File: config.mk
export PLATFORM = sky130hd
export DESIGN_NAME = ps2_device_tx
export DESIGN_NICKNAME = d
export VERILOG_FILES = /design/src/rtl/ps2_device_tx.sv
export SDC_FILE = /design/constraint.sdc
export NUM_CORES = 1
export LEC_CHECK = 0
export CORE_ASPECT_RATIO = 0.7
export CORE_MARGIN = 3
export CORE_UTILIZATION = 64
export CTS_CLUSTER_SIZE = 40
export DETAILED_ROUTE_END_ITERATION = 8
export PLACE_DENSITY = 0.92
export SYNTH_ARGS = -nofsm -noshare
export SYNTH_HDL_FRONTEND = slang
export SYNTH_SLANG_ARGS = --single-unit
File: constraint.sdc
create_clock -name clk -period 3.9 [get_ports clk]
set_clock_uncertainty 0.15 [all_clocks]
set_input_delay 0.78 -clock clk [delete_from_list [all_inputs] [get_ports clk]]
set_output_delay 0.78 -clock clk [all_outputs]
set_load 0.1 [all_outputs]
File: src/rtl/ps2_device_tx.sv
// ps2_device_tx
//   Device-side PS/2 transmitter with a small byte FIFO. Bytes written on
//   data_in are queued and sent one at a time as 11-bit PS/2 frames
//   (start 0, data LSB first, odd parity, stop 1). The device generates both
//   lines itself. A fixed idle gap separates consecutive frames.
//
// Ports
//   clk        in   single clock, all logic on its rising edge
//   clrn       in   synchronous active-low reset
//   data_in    in   [7:0] byte to queue
//   wr         in   write strobe, one byte offered per cycle while high
//   ps2_clk    out  PS/2 clock line (registered)
//   ps2_data   out  PS/2 data line (registered)
//   full       out  FIFO holds DEPTH bytes (registered)
//   empty      out  FIFO holds no bytes (registered)
//   overflow   out  sticky: a write was dropped because the FIFO was full
//   busy       out  a frame or the inter-frame gap is in progress
//   state_dbg  out  [1:0] current FSM state, for debug and checkers
//
// Write handshake: wr acts as valid and ~full as ready. A byte is accepted
// on any rising edge with wr=1 and full=0; with wr=1 and full=1 it is lost
// and overflow sets. full is the registered value, so a pop in the same
// cycle never makes room for that byte.
//
// Parameters: CLK_HALF >= 2, GAP >= 1, DEPTH a power of two >= 2.

module ps2_device_tx #(
   parameter int CLK_HALF = 8,
   parameter int GAP      = 16,
   parameter int DEPTH    = 8
) (
   input  logic       clk,
   input  logic       clrn,
   input  logic [7:0] data_in,
   input  logic       wr,
   output logic       ps2_clk,
   output logic       ps2_data,
   output logic       full,
   output logic       empty,
   output logic       overflow,
   output logic       busy,
   output logic [1:0] state_dbg
);

   localparam int AW      = (DEPTH > 1) ? $clog2(DEPTH) : 1;
   localparam int CNT_MAX = (2 * CLK_HALF > GAP) ? 2 * CLK_HALF : GAP;
   localparam int CW      = $clog2(CNT_MAX + 1);

   localparam logic [CW-1:0] HALF_LAST = CW'(CLK_HALF - 1);
   localparam logic [CW-1:0] BIT_LAST  = CW'(2 * CLK_HALF - 1);
   localparam logic [CW-1:0] GAP_LAST  = CW'(GAP - 1);
   localparam logic [AW:0]   DEPTH_V   = (AW + 1)'(DEPTH);
   localparam logic [3:0]    LAST_BIT  = 4'd10;

   localparam logic [1:0] S_IDLE = 2'd0;
   localparam logic [1:0] S_BIT  = 2'd1;
   localparam logic [1:0] S_GAP  = 2'd2;

   // FIFO storage and bookkeeping
   logic [7:0]    mem [DEPTH];
   logic [AW-1:0] wptr;
   logic [AW-1:0] rptr;
   logic [AW:0]   count;
   logic [AW:0]   count_n;
   logic          push;
   logic          pop;
   logic [7:0]    head;

   // Transmitter
   logic [1:0]    state;
   logic [CW-1:0] cnt;
   logic [3:0]    bit_idx;
   // Bits still to be sent after the one currently on ps2_data, LSB next.
   logic [9:0]    frame_rest;

   always_comb begin
      push    = wr & ~full;
      pop     = (state == S_IDLE) & ~empty;
      head    = mem[rptr];
      count_n = count + {{AW{1'b0}}, push} - {{AW{1'b0}}, pop};
      busy      = (state != S_IDLE);
      state_dbg = state;
   end

   // Storage needs no reset; a slot is only read after it has been written.
   always_ff @(posedge clk) begin
      if (clrn && push) begin
         mem[wptr] <= data_in;
      end
   end

   always_ff @(posedge clk) begin
      if (!clrn) begin
         wptr       <= '0;
         rptr       <= '0;
         count      <= '0;
         full       <= 1'b0;
         empty      <= 1'b1;
         overflow   <= 1'b0;
         state      <= S_IDLE;
         cnt        <= '0;
         bit_idx    <= '0;
         frame_rest <= '0;
         ps2_clk    <= 1'b1;
         ps2_data   <= 1'b1;
      end else begin
         if (push) begin
            wptr <= wptr + AW'(1);
         end
         if (pop) begin
            rptr <= rptr + AW'(1);
         end
         count <= count_n;
         full  <= (count_n == DEPTH_V);
         empty <= (count_n == '0);
         if (wr && full) begin
            overflow <= 1'b1;
         end

         case (state)
            S_IDLE: begin
               ps2_clk  <= 1'b1;
               ps2_data <= 1'b1;
               if (!empty) begin
                  // Start bit goes out immediately; the rest is shifted later.
                  state      <= S_BIT;
                  ps2_data   <= 1'b0;
                  frame_rest <= {1'b1, ~^head, head};
                  bit_idx    <= '0;
                  cnt        <= '0;
               end
            end

            S_BIT: begin
               if (cnt == BIT_LAST) begin
                  // End of a bit cell: raise the clock and present the next
                  // bit in the same cycle, so data only moves while clk is high.
                  cnt     <= '0;
                  ps2_clk <= 1'b1;
                  if (bit_idx == LAST_BIT) begin
                     state    <= S_GAP;
                     ps2_data <= 1'b1;
                  end else begin
                     bit_idx    <= bit_idx + 4'd1;
                     ps2_data   <= frame_rest[0];
                     frame_rest <= {1'b1, frame_rest[9:1]};
                  end
               end else begin
                  cnt <= cnt + CW'(1);
                  if (cnt == HALF_LAST) begin
                     ps2_clk <= 1'b0;
                  end
               end
            end

            S_GAP: begin
               ps2_clk  <= 1'b1;
               ps2_data <= 1'b1;
               if (cnt == GAP_LAST) begin
                  cnt   <= '0;
                  state <= S_IDLE;
               end else begin
                  cnt <= cnt + CW'(1);
               end
            end

            default: begin
               state    <= S_IDLE;
               cnt      <= '0;
               ps2_clk  <= 1'b1;
               ps2_data <= 1'b1;
            end
         endcase
      end
   end

endmodule

==> out/qor.csv <==
stage;metric;value;unit
clocking;Sink Count;103;
setup_path;critical-path cell list;clkdlybuf4s50_1 -> nor2b_1 -> xor2_1 -> ha_1 -> fa_1 -> xor2_1 -> or3_1 -> o21ai_1;
timing;final setup margin;856;ps
routing;vias after detailed routing;2553;
routing;WL/cell;17.9;um
floorplanning;Placeable Area;6460;um^2
clocking;latest clock arrival within the worst-skew pair;370;ps
min_path;hold depth;2;
setup_path;crit path DAT;3200;ps
setup_path;CP Data Required Time;4050;ps
timing;Hold Violations, Final;0;
logic_synthesis;number of distinct library cells after synthesis;38;
min_path;Hold Startpoint;frame_rest[9]$_SDFFE_PN0P_;
finish;most frequent cells in the layout;edfxtp_1, dfxtp_1, a21oi_1;
logic_synthesis;Net Count, Synth;351;
timing;unrepaired setup endpoints after global routing;false;
clocking;clk root buf;clkbuf_8;
routing;DRC violations left;0;
logic_synthesis;#FFs+latches synth;103;
setup_path;slowest CP cell;nor2b_1;
setup_path;Critical Path Fanout Max;7;
global_route;grt ovf;0;
timing;Final Setup Violations;0;
floorplanning;Die Span Y;75.4;um
finish;area delta synth->final;10.2;%
floorplanning;Site Rows;24;
setup_path;Worst R2R Path Depth;10;
logic_synthesis;mapped cell area;4410;um^2
power;P per Cell Area;705;nW/um^2
finish;Design Area, Final;4860;um^2
logic_synthesis;Seq/Total Area, Yosys;61.3;%
clocking;hold_buf cts;0;
clocking;CTS buffer count;9;
setup_path;r2r setup slk;1100;ps
timing;Worst Tran Pin Value;982;ps
setup_path;crit-path max cell delay;480;ps
clocking;Worst-path clk slew;90;ps
finish;diodes inserted;0;
global_route;All-Layer GR Usage;22.2;%
clocking;CTS H-Tree Depth;3;
finish;commonest non-fill, non-tap cell in the layout;edfxtp_1;
timing;Max Freq;329;MHz
floorplanning;total die area;7940;um^2
setup_path;RR Startpoint;state_dbg[1]$_SDFFE_PN0P_;
setup_path;reg2reg end;empty$_SDFF_PN1_;
global_route;vias in the first global route;2463;
run_status;status;finished, final reports clean;
logic_synthesis;Cells after Synth;327;
timing;relative slew slack;34.4;%
global_route;initial antenna violation count;0;
global_route;first-pass GRT wire length;12.9;mm
floorplanning;Top-Level Pins;19;
power;Leakage;1.65;nW
finish;fraction of layout cells with a size suffix above 1;13.3;%
clocking;CTS tree;yes;
min_path;HP Class;flip-flop to flip-flop;
timing;fin. max-slew vios;0;
routing;First-pass DRT Iterations;4;
setup_path;Worst setup SP type;primary input;
clocking;Post-CTS Setup Inserts;0;
setup_path;cell mode on critical path;xor2_1;
clocking;Max clock buf depth;2;
place;Post-DP Area;4670;um^2
timing;final worst-path cycle share;78.0;%
place;port bufs;18;
logic_synthesis;Avg Cell Area, Syn;13.5;um^2
place;worst slack, placed;539;ps
flow_run;Max Cap Viol;0;
floorplanning;Die Width;105;um
place;Routability Congestion;0.801;
routing;Final ANT Viol Nets;0;
power;peak supply drop;0.000407;V
timing;hold slack;310;ps
power;Final Total Pwr;0.00342;W
global_route;pin count of the biggest net entering global routing;36;
floorplanning;Initial Util;68.3;%
routing;drt total wl;7.95;mm
routing;drt initial violations;170;
setup_path;WS Path Type;primary input to flip-flop;
timing;Final TNS setup;0;ps
min_path;Hold EP;frame_rest[9]$_SDFFE_PN0P_;
setup_path;CP Capture Type;flip-flop;
logic_synthesis;Synthesis Warnings;0;
routing;Via density;5.74;
clocking;Post-CTS Resized;0;
finish;layout net count;373;
place;post-DP HPWL;5.40;mm
timing;min cycle time layout;3040;ps
[kinds of logic (layout without fill, tap and decap cells)]
kind of cell	count (synthesis)	count (layout)	share of synthesized area, %
and+or+nand+nor	98	98	11.4
buffers and inverters	25	52	3.07
AOI/OAI and AO/OA	46	46	5.59
adders and majority gates	13	13	3.86
muxes	27	27	11.6
xor gates and xnor gates	15	15	3.15
DFF	103	103	61.3
[per-stage QoR]
stage                     util, %  std cells
after floorplan                 -        327
after global placement       72.3        429
after detailed placement     72.3        429
after CTS                    75.2        445
after global routing         75.2        445
final                        75.2        445
[layout make-up]
cell class / instances / area (um^2)
timing repair buffer: 27 / 245
clock buffer: 9 / 124
tap: 91 / 114
clock inverter: 7 / 66.3
sequential: 103 / 2700
inverter: 9 / 33.8
multi-input combinational: 199 / 1570
fill: 399 / 1600
[power breakdown]
group          internal [W]  total (W)  leakage [nW]  switching [W]
registers           0.00130    0.00140         0.897       0.000101
logic              0.000574    0.00140         0.662       0.000826
clock network      0.000246   0.000626        0.0949       0.000380
[sequential cells by signal (all words and copies together), names as in the netlist, 2 cells and up, named ones only]
register	count
wptr	3
bit_idx	4
mem	64
count	4
frame_rest	10
state_dbg	2
cnt	5
rptr	3
[synthesized netlist by cell type, drive strengths merged]
library cell | n | share of area [%]
edfxtp | 64 | 44
and2 | 22 | 3.1
nand3b | 3 | 0.51
nand2 | 19 | 1.6
nand2b | 2 | 0.28
o22ai | 1 | 0.14
buf | 5 | 1.4
dfxtp | 39 | 18
nor3 | 6 | 0.68
nand4 | 2 | 0.28
mux4 | 16 | 8.3
a21oi | 23 | 2.6
a21boi | 3 | 0.51
clkbuf | 11 | 0.94
o21ai | 16 | 1.8
mux2i | 11 | 3.2
nor2 | 21 | 1.8
xnor2 | 10 | 2.2
a21o | 2 | 0.34
fa | 1 | 0.45
nand4b | 1 | 0.20
a22oi | 1 | 0.17
xor2 | 5 | 0.99
nor4 | 1 | 0.14
nand3 | 6 | 0.68
inv | 9 | 0.77
ha | 12 | 3.4
or3 | 2 | 0.28
nor2b | 13 | 1.8
[worst max path at each step]
stage / startpoint / to / slack (ps)
after CTS: wr / empty$_SDFF_PN1_ / 890
after global placement: wr / empty$_SDFF_PN1_ / 680
final: wr / empty$_SDFF_PN1_ / 860
after floorplan: state_dbg[1]$_SDFFE_PN0P_ / empty$_SDFF_PN1_ / 290
after detailed placement: wr / empty$_SDFF_PN1_ / 540
after global routing: wr / empty$_SDFF_PN1_ / 740
[critical path, delay by kind of cell]
| family | cells | cell delay, ps |
|---|---|---|
| adders and majority gates | 2 | 620 |
| and+or+nand+nor | 2 | 850 |
| buffers and inverters | 1 | 470 |
| AOI/OAI and AO/OA | 1 | 150 |
| xor gates and xnor gates | 2 | 330 |
[routing by layer]
| layer | GRT usage [%] | routed length, um | vias up |
|---|---|---|---|
| met2 | 35.5 | 3860 | 82 |
| met5 | 0 | 0 | - |
| met1 | 29.8 | 3430 | 1235 |
| li1 | - | - | 1228 |
| met4 | 7.57 | 89 | 0 |
| met3 | 6.69 | 568 | 8 |
(Power assumes the default switching activity.)
